==> src/rtl/baby_store_ctrl.sv <==
// Manchester Baby main store: CPU port, arbitrated host port and
// a hardware clear sequencer that zeroes every word.
module baby_store_ctrl #(
  parameter int unsigned ADDR_W         = 5,
  parameter int unsigned DATA_W         = 32,
  parameter bit          CLEAR_ON_RESET = 1'b1
) (
  input  logic              clk_i,
  input  logic              reset_ni,
  input  logic [ADDR_W-1:0] cpu_addr_i,
  input  logic [DATA_W-1:0] cpu_data_i,
  input  logic              cpu_we_i,
  output logic [DATA_W-1:0] cpu_data_o,
  output logic              cpu_hold_o,
  input  logic              host_req_i,
  input  logic              host_we_i,
  input  logic [ADDR_W-1:0] host_addr_i,
  input  logic [DATA_W-1:0] host_data_i,
  output logic              host_ack_o,
  output logic [DATA_W-1:0] host_data_o,
  input  logic              clear_i,
  output logic              busy_o
);

  localparam int unsigned DEPTH = 1 << ADDR_W;

  typedef enum logic [1:0] {
    S_CLEAR,
    S_RUN,
    S_HOST,
    S_ACK
  } state_e;

  localparam state_e RST_STATE = CLEAR_ON_RESET ? S_CLEAR : S_RUN;

  state_e              state_q;
  logic [ADDR_W-1:0]   cnt_q;
  logic                ack_q;
  logic [DATA_W-1:0]   hdata_q;
  logic [DATA_W-1:0]   mem_q [DEPTH];

  logic                mem_we;
  logic [ADDR_W-1:0]   mem_waddr;
  logic [DATA_W-1:0]   mem_wdata;

  // One write port: the current state picks its owner.
  always_comb begin
    mem_we    = 1'b0;
    mem_waddr = cpu_addr_i;
    mem_wdata = cpu_data_i;
    unique case (state_q)
      S_CLEAR: begin
        mem_we    = 1'b1;
        mem_waddr = cnt_q;
        mem_wdata = '0;
      end
      S_HOST: begin
        mem_we    = host_we_i;
        mem_waddr = host_addr_i;
        mem_wdata = host_data_i;
      end
      default: mem_we = cpu_we_i;
    endcase
  end

  always_ff @(posedge clk_i) begin
    if (mem_we) mem_q[mem_waddr] <= mem_wdata;
  end

  always_ff @(posedge clk_i or negedge reset_ni) begin
    if (!reset_ni) begin
      state_q <= RST_STATE;
      cnt_q   <= '0;
      ack_q   <= 1'b0;
      hdata_q <= '0;
    end else begin
      ack_q <= 1'b0;
      unique case (state_q)
        S_CLEAR: begin
          cnt_q <= cnt_q + 1'b1;
          if (&cnt_q) state_q <= S_RUN;
        end
        S_RUN: begin
          if (clear_i)         state_q <= S_CLEAR;
          else if (host_req_i) state_q <= S_HOST;
        end
        S_HOST: begin
          if (!host_we_i) hdata_q <= mem_q[host_addr_i];
          ack_q   <= 1'b1;
          state_q <= S_ACK;
        end
        S_ACK: begin
          if (clear_i)          state_q <= S_CLEAR;
          else if (!host_req_i) state_q <= S_RUN;
        end
        default: state_q <= RST_STATE;
      endcase
    end
  end

  assign cpu_data_o  = mem_q[cpu_addr_i];
  assign busy_o      = (state_q == S_CLEAR);
  assign cpu_hold_o  = (state_q == S_CLEAR) || (state_q == S_HOST);
  assign host_ack_o  = ack_q;
  assign host_data_o = hdata_q;

endmodule
==> config.mk <==
export PLATFORM = sky130hd
export DESIGN_NAME = baby_store_ctrl
export DESIGN_NICKNAME = d
export VERILOG_FILES = /design/src/rtl/baby_store_ctrl.sv
export SDC_FILE = /design/constraint.sdc
export NUM_CORES = 1
export LEC_CHECK = 0
export ABC_AREA = 0
export CELL_PAD_IN_SITES_DETAIL_PLACEMENT = 1
export CELL_PAD_IN_SITES_GLOBAL_PLACEMENT = 2
export CORE_MARGIN = 10
export CORE_UTILIZATION = 48
export DETAILED_ROUTE_END_ITERATION = 16
export PLACE_DENSITY = 0.81
export SLEW_MARGIN = 20
export SYNTH_ARGS = -nofsm -noshare
export SYNTH_HDL_FRONTEND = slang
export SYNTH_SLANG_ARGS = --single-unit
==> constraint.sdc <==
create_clock -name clk_i -period 4.3 [get_ports clk_i]
set_input_delay 0.86 -clock clk_i [delete_from_list [all_inputs] [get_ports clk_i]]
set_output_delay 0.86 -clock clk_i [all_outputs]
set_load 0.02 [all_outputs]
After elaboration in Yosys (flattened, before gate mapping)
Memory sizes are Yosys's and may differ from the RTL's. A register that Yosys moved wholly into a read port is not among the register bits.
Index checks and enable logic that the tools add are counted.
Widths: inputs -> output; s select.
- add/subtract/negate cells: 1
- eq/ne operators: 6
- multiplexer cells: 12
- bitwise gates (word level): 1
- reductions and logical operators: 6
- operators with widths (operator ; count):
    $pmux 32 s2 ; 1
    $mux 2 ; 5
    $pmux 5 s2 ; 1
    $pmux 2 s4 ; 1
    $ne 3x3->1 const B ; 2
    $add 5x1->5 const B ; 1
    $reduce_and 5->1 ; 1
    $eq 2x2->1 const B ; 2
    $mux 1 ; 3
    $reduce_and 3->1 ; 1
    $eq 2x1->1 const B ; 1
    $logic_not 2->1 ; 1
    $ne 2x1->1 const B ; 1
    $pmux 1 s2 ; 1
    $reduce_and 2->1 ; 1
    $logic_not 1->1 ; 1
    $logic_or 1x1->1 ; 1
    $not 1->1 ; 1
- register bits: 8
- memory bits (writable): 1024
- input port bits: 80
- memories kept: 1
- memory list (memory ; depth ; width ; rd ports ; clocked after Yosys merged registers in ; write ports ; line ; source):
    mem_q ; 32 ; 32 ; 2 ; 1 ; 1 ; 40 ; logic [DATA_W-1:0] mem_q [DEPTH];

Depth between registers and ports, before layout
Gate-level depths: netlist of run 1.
- word-level depth: 4
- mapped depth: 9
- gate-level depth less buffers: 7

Least setup slack after synthesis of run 1
No wires, ideal clock.
- path type: input port to flip-flop
- from: input port host_addr_i[0]
- to: memory mem_q[13][0] (enable)
- setup time: 0.421 ns
- arrival time: 3.609 ns
- setup slack: 0.270 ns
- cell stages on the path: 8
- buffers on the path: 4
- path through: buf_2 -> buf_2 -> buf_2 -> buf_2 -> mux2i_1 -> a211oi_1 -> nand2_1 -> nor2_1
- word-level cells in the longest chain between the ends: 1
- RTL lines (item ; line ; source):
    from (decl) ; 17 ; input logic [ADDR_W-1:0] host_addr_i,
    $pmux 5 s2 ; 51 ; unique case (state_q)
    to (decl) ; 40 ;
Every way passes these cells.

Final worst setup path of run 1
- from: input port cpu_addr_i[0]
- to: output port cpu_data_o[19]
- word-level cells in the longest chain between the ends: 1
- RTL lines (item ; line ; source):
    from (decl) ; 10 ; input logic [ADDR_W-1:0] cpu_addr_i,
    $mem_v2 32x32 ; -- ;
    to (decl) ; 13 ; output logic [DATA_W-1:0] cpu_data_o,
Every way passes these cells.

==> run_results.csv, run 1 <==
group,metric,value,unit
run_status,status,"finished, final reports clean",
worst_setup_path,worstPathRequired,3.44,ns
die,core.rowCount,117,
global_route,grt_pass1_wl,232000,microns
routing,drc,0,
place,pre_cts_ws,-0.0619,ns
pwr,p_leak,19.9,nW
finish,area_growth,17.0,%
finish,drive_above_1_share,0.251,
global_route,antenna_found_initial,2,
logic_synthesis,synth.cell_area,49400,sq um
place,port-buffer-count,146,
pwr,p_per_area,574,nW/um^2
die,die_w,341,microns
clocking,post_cts_resized,1,
worst_setup_path,start_kind,"primary input",
sta,fin_worst_skew,0.0230,ns
logic_synthesis,syn_nets,2828,
global_route,grt_overflow_total,0,
clocking,tritoncts,"yes",
global_route,track_usage,0.273,
finish,layoutNonFillerInstCount,4435,
sta,post-route-min-period,4.27,ns
pwr,ir_worst_vdd,484,uV
clocking,cts_buffer_depth,3,
worst_setup_path,critPathKind,"in -> out",
global_route,grt_pass1_vias,32300,
logic_synthesis,synth_cell_type_count,33,
clocking,cts-root-buf,"clkbuf_16",
hold_path,hp-class,"in -> async",
sta,hold_viol_final,0,
worst_setup_path,rr_worst_depth,7,
logic_synthesis,synth_mux_area_frac,0.258,
die,initial_core_util,0.484,
routing,drt-total-wl,162000,microns
worst_setup_path,reg2reg_slack,0.91,ns
logic_synthesis,synth_top_cell_area_share,0.623,
place,dp.cells,4228,
place,routabilityCongestion,0.827,
finish,nets,3055,
sta,fmax,234,MHz
clocking,post_cts_buffers,0,
run,maxCapViolations,0,
sta,post-route-period-util,0.993,
logic_synthesis,synth-compound-area-share,0.0640,
clocking,hold_buffers,0,
routing,dr_total_vias,30400,
logic_synthesis,synthAdderAreaFrac,0.000507,
logic_synthesis,syn_area_per_cell,18.0,sq um
routing,firstDrtPassIters,5,
worst_setup_path,path_max_fanout,28,
logic_synthesis,synth_xor_area_frac,0.000532,
logic_synthesis,synth_top_family_by_area,"multiplexers",
sta,grt_setup_unrepaired,"yes",
routing,wl_per_cell,36.5,microns
die,die-area,116000,sq um
worst_setup_path,cp-end-kind,"output pin",
die,fp.dieH,341,microns
routing,via_per_inst,6.85,
logic_synthesis,synth_top_area_cell,"edfxtp_1",
sta,relSlewSlack,0.244,
clocking,clk_pin_slew,0.07,ns
finish,layout_common_cells,"edfxtp_1 (1024), mux2i_1 (517), mux4_2 (320)",
sta,worst_slew_pin_slew,1.13,ns
sta,final_max_slew_viol_count,0,
routing,antenna_left,0,
die,core-area,102000,sq um
die,io-pin-count,147,
finish,fillers,9026,
place,hpwl,95700,microns
clocking,clock_latency,0.69,ns
logic_synthesis,ys_seq_area_frac,0.643,
logic_synthesis,yosysWarnings,0,
logic_synthesis,syn_inst,2746,
clocking,htreeDepth,3,
sta,fin_ws,0.0307,ns
logic_synthesis,yosys.area_share.simple,0.0121,
sta,setup-tns-final,0,ns
routing,dr.first_iter.drc_count,3658,
clocking,cts_buffers,110,
logic_synthesis,ys_ff_latch,1064,
global_route,grt_max_degree,80,
finish,fin_util,0.566,
clocking,cts.sinks,1064,
logic_synthesis,synth_area_leaders,"edfxtp_1 (62%), mux4_2 (15%), mux2i_1 (10%)",
sta,setup_viol,0,
worst_setup_path,arrival,3.41,ns
finish,final_common_cell,"edfxtp_1",
## per-layer routing
layer / global-route usage / up-vias / share of wire
met4: 0.107 / 2 / 0.039
met2: 0.423 / 1783 / 0.46
met1: 0.380 / 16200 / 0.40
met5: 0 / - / 0.000080
met3: 0.0545 / 359 / 0.099
li1: - / 12100 / -
## kinds of logic after synthesis
group                    count (synthesis)
buffers and inverters                  224
AO/OA/AOI/OAI                          430
flip-flops                            1064
AND/OR/NAND/NOR                        152
multiplexers                           871
adder cells (fa/ha/maj)                  2
XOR/XNOR                                 3
## state kept, by name (all words and copies together), names as in the netlist, named ones only
| register | count |
|---|---|
| host_ack_o | 1 |
| state_q | 1 |
| cnt_q | 5 |
| host_data_o | 32 |
| mem_q | 1024 |
## path summary, 6_finish.rpt
check                                from        endpoint
setup / recovery            cpu_addr_i[0]  cpu_data_o[19]
hold / removal                   reset_ni  host_data_o[0]
setup reg to reg                     flop     mem_q[9][0]
hold reg to reg            host_data_o[4]  host_data_o[4]
max in group asynchronous        reset_ni      state_q[0]
min in group clk_i         host_data_o[4]  host_data_o[4]
## layout make-up
type                            instances  area, sq um  share of cell area
Sequential cell                      1064        31800               0.550
Multi-Input combinational cell       1458        17000               0.293
Timing Repair Buffer                  337         3610              0.0626
Clock buffer                          134         2940              0.0508
Tap cell                             1368         1710              0.0296
Clock inverter                         71          797              0.0138
Inverter                                2         7.51            0.000130
Antenna cell                            1         2.50           0.0000433
## synthesized netlist by cell type
library cell  count
a211oi_1          2
a21oi_1          66
a221oi_1         64
a22o_1           71
a22oi_1         128
a31o_2            1
and2_1            1
and3_1            1
buf_1            23
buf_2            52
buf_4            31
buf_6             5
clkbuf_1        111
dfrtp_1          40
edfxtp_1       1024
ha_1              2
inv_1             2
mux2_2           34
mux2i_1         517
mux4_2          320
nand2_1         100
nand2b_1          2
nand4_1           1
nor2_1           42
nor2b_1           3
o21a_1            4
o21ai_0          30
o22ai_1          32
o41ai_1          32
or2_2             1
or3b_2            1
xnor2_1           2
xor2_1            1
## per-stage QoR
stage	cell area [sq um]	total power, W	hold WS [ns]
after global routing	57800	0.0343	0.389
after CTS	57700	0.0331	0.373
final	57800	0.0332	0.395
after detailed placement	54000	0.0232	0.489
after floorplan	49400	0.0192	0.459
after global placement	53900	0.0228	0.500
## power by group
part	switching [W]	internal, W
logic	0.00532	0.00263
clock network	0.00405	0.00590
registers	0.000918	0.0144
total	0.0103	0.0229
## critical path, cell delays in order
cell,delay (ns)
buf_12,0.27
buf_12,0.29
mux4_2,0.56
mux4_2,0.50
mux2_2,0.32
clkdlybuf4s50_1,0.55
(Power assumes the default switching activity.)
==> inputs of run 2 (changes only) <==
--- a/config.mk
+++ b/config.mk
@@ -6,12 +6,14 @@
 export NUM_CORES = 1
 export LEC_CHECK = 0
 export ABC_AREA = 0
+export CAP_MARGIN = 10
 export CELL_PAD_IN_SITES_DETAIL_PLACEMENT = 1
 export CELL_PAD_IN_SITES_GLOBAL_PLACEMENT = 2
 export CORE_MARGIN = 10
 export CORE_UTILIZATION = 48
 export DETAILED_ROUTE_END_ITERATION = 16
-export PLACE_DENSITY = 0.81
+export MAX_ROUTING_LAYER = met4
+export PLACE_DENSITY = 0.87
 export SLEW_MARGIN = 20
 export SYNTH_ARGS = -nofsm -noshare
 export SYNTH_HDL_FRONTEND = slang
==> run_results.csv, run 2 (same netlist as run 1, synthesis figures left out) <==
group,metric,value,unit
pwr,p_seq_frac,0.464,
die,io-pin-count,147,
global_route,grt_pass1_vias,32700,
pwr,p_int,0.0224,W
worst_setup_path,arrival,3.39,ns
die,die-area,116000,sq um
sta,post-route-period-util,0.989,
finish,layout_common_cells,"edfxtp_1 (1024), mux2i_1 (517), mux4_2 (320)",
worst_setup_path,worst_path_largest_cell_delay,0.56,ns
place,routabilityCongestion,0.843,
global_route,grt_pass1_wl,236000,microns
pwr,p_per_area,568,nW/um^2
sta,grt_setup_unrepaired,"no",
sta,post-route-min-period,4.25,ns
run,maxCapViolations,0,
global_route,grt_overflow_total,0,
clocking,clock_latency,0.72,ns
die,fp.dieH,341,microns
die,core.rowCount,117,
pwr,power.switching,0.0104,W
global_route,grt_max_degree,111,
worst_setup_path,r2r_end,"mem_q[10][9]",
clocking,post_cts_buffers,0,
finish,fin_util,0.566,
clocking,cts_buffers,109,
clocking,cts-root-buf,"clkbuf_16",
pwr,p_leak,19.9,nW
place,hpwl,93000,microns
routing,antenna_left,0,
routing,via_per_inst,6.95,
sta,relSlewSlack,0.285,
worst_setup_path,path_max_fanout,17,
worst_setup_path,reg2reg_from,"state_q[0]",
finish,diodes,0,
finish,area_growth,16.9,%
run_status,status,"finished, final reports clean",
worst_setup_path,crit_slowest_cell,"clkdlybuf4s50_1",
sta,fin_worst_skew,0.0361,ns
pwr,ir_worst_vdd,424,uV
finish,fillers,8994,
pwr,switching_share,0.316,
finish,nets,3049,
finish,largest_reg_flops,1024,
clocking,hold_buffers,0,
finish,drive_above_1_share,0.249,
routing,drc,0,
worst_setup_path,crit_chain,"buf_8 > buf_12 > buf_4 > mux4_2 > mux4_2 > mux2_2 > clkdlybuf4s50_1",
pwr,power_frac_clock,0.290,
clocking,tritoncts,"yes",
finish,regMostFlops,"mem_q",
clocking,cts_buffer_depth,3,
place,port-buffer-count,146,
routing,wl_per_cell,37.0,microns
pwr,total_power,0.0328,W
sta,setup-tns-final,0,ns
sta,final_max_slew_viol_count,0,
routing,dr_total_vias,30800,
sta,hold_viol_final,0,
worst_setup_path,critPathKind,"in -> out",
worst_setup_path,crit_top_cell,"mux4_2",
pwr,pwr-share-comb,0.246,
sta,worst_slew_pin_slew,1.07,ns
clocking,cts.sinks,1064,
die,core-area,102000,sq um
routing,dr.first_iter.drc_count,4022,
hold_path,hp-class,"in -> async",
die,initial_core_util,0.484,
global_route,antenna_found_initial,0,
place,pre_cts_ws,0.0410,ns
sta,setup_viol,0,
clocking,htreeDepth,3,
finish,final_common_cell,"edfxtp_1",
sta,fmax,235,MHz
routing,firstDrtPassIters,6,
worst_setup_path,worstPathRequired,3.44,ns
clocking,post_cts_resized,0,
clocking,clk_pin_slew,0.06,ns
worst_setup_path,start_kind,"primary input",
global_route,track_usage,0.285,
sta,fin_ws,0.0465,ns
sta,hold-worst-slack,0.254,ns
worst_setup_path,reg2reg_slack,1.05,ns
worst_setup_path,cp-end-kind,"output pin",
routing,drt-total-wl,164000,microns
die,die_w,341,microns
worst_setup_path,rr_worst_depth,7,
## run 2: cell types whose count changed in the layout (fill, tap and decap cells not counted), moves of 2 or more
cell	delta
bufinv_16	-8
clkinv_2	+5
buf_4	-18
buf_12	+11
dlymetal6s2s_1	+3
clkbuf_16	-2
clkbuf_8	+2
clkinv_1	-7
inv_6	-3
clkdlybuf4s50_1	-3
clkbuf_1	+6
inv_16	+2
## run 2: power groups by stage
stage                     logic [W]  clock network [W]  registers, W
after floorplan             0.00386                  0        0.0153
after detailed placement    0.00788                  0        0.0154
after global routing        0.00843             0.0100        0.0154
final                       0.00808            0.00951        0.0152
after global placement      0.00751                  0        0.0152
after CTS                   0.00794            0.00959        0.0152
## run 2: metal layers
| metal | vias up | track usage | wire length [microns] |
|---|---|---|---|
| met5 | - | - | 0 |
| met4 | 0 | 0.115 | 7050 |
| met3 | 429 | 0.0476 | 16600 |
| met2 | 2050 | 0.451 | 79100 |
| met1 | 16200 | 0.368 | 61200 |
| li1 | 12000 | - | - |
## run 2: area by class of cell
class                           instances  area (sq um)  area share
Clock buffer                          140          2940      0.0509
Clock inverter                         63           623      0.0108
Inverter                                2          7.51    0.000130
Multi-Input combinational cell       1458         17000       0.294
Sequential cell                      1064         31800       0.550
Tap cell                             1368          1710      0.0296
Timing Repair Buffer                  332          3730      0.0647
## run 2: worst max path at each step
stage	slack (ns)	start	end
final	0.05	cpu_addr_i[0]	cpu_data_o[20]
after global routing	0.001	cpu_addr_i[0]	cpu_data_o[22]
after CTS	0.02	cpu_addr_i[0]	cpu_data_o[28]
after detailed placement	0.04	cpu_addr_i[0]	cpu_data_o[20]
after global placement	0.08	cpu_addr_i[0]	cpu_data_o[20]
after floorplan	0.27	host_addr_i[0]	mem_q[13][0]
## run 2: through the flow
step           instance area, sq um  std cells
6_report                      57700       4427
5_1_grt                       57700       4427
3_3_place_gp                  54100       4223
4_1_cts                       57600       4426
3_5_place_dp                  54100       4223
2_1_floorplan                 49400       2746
## run 2: critical path: cells and delay by family
family                 cells  cell delay [ns]
buffers and inverters      4             1.18
multiplexers               3             1.31
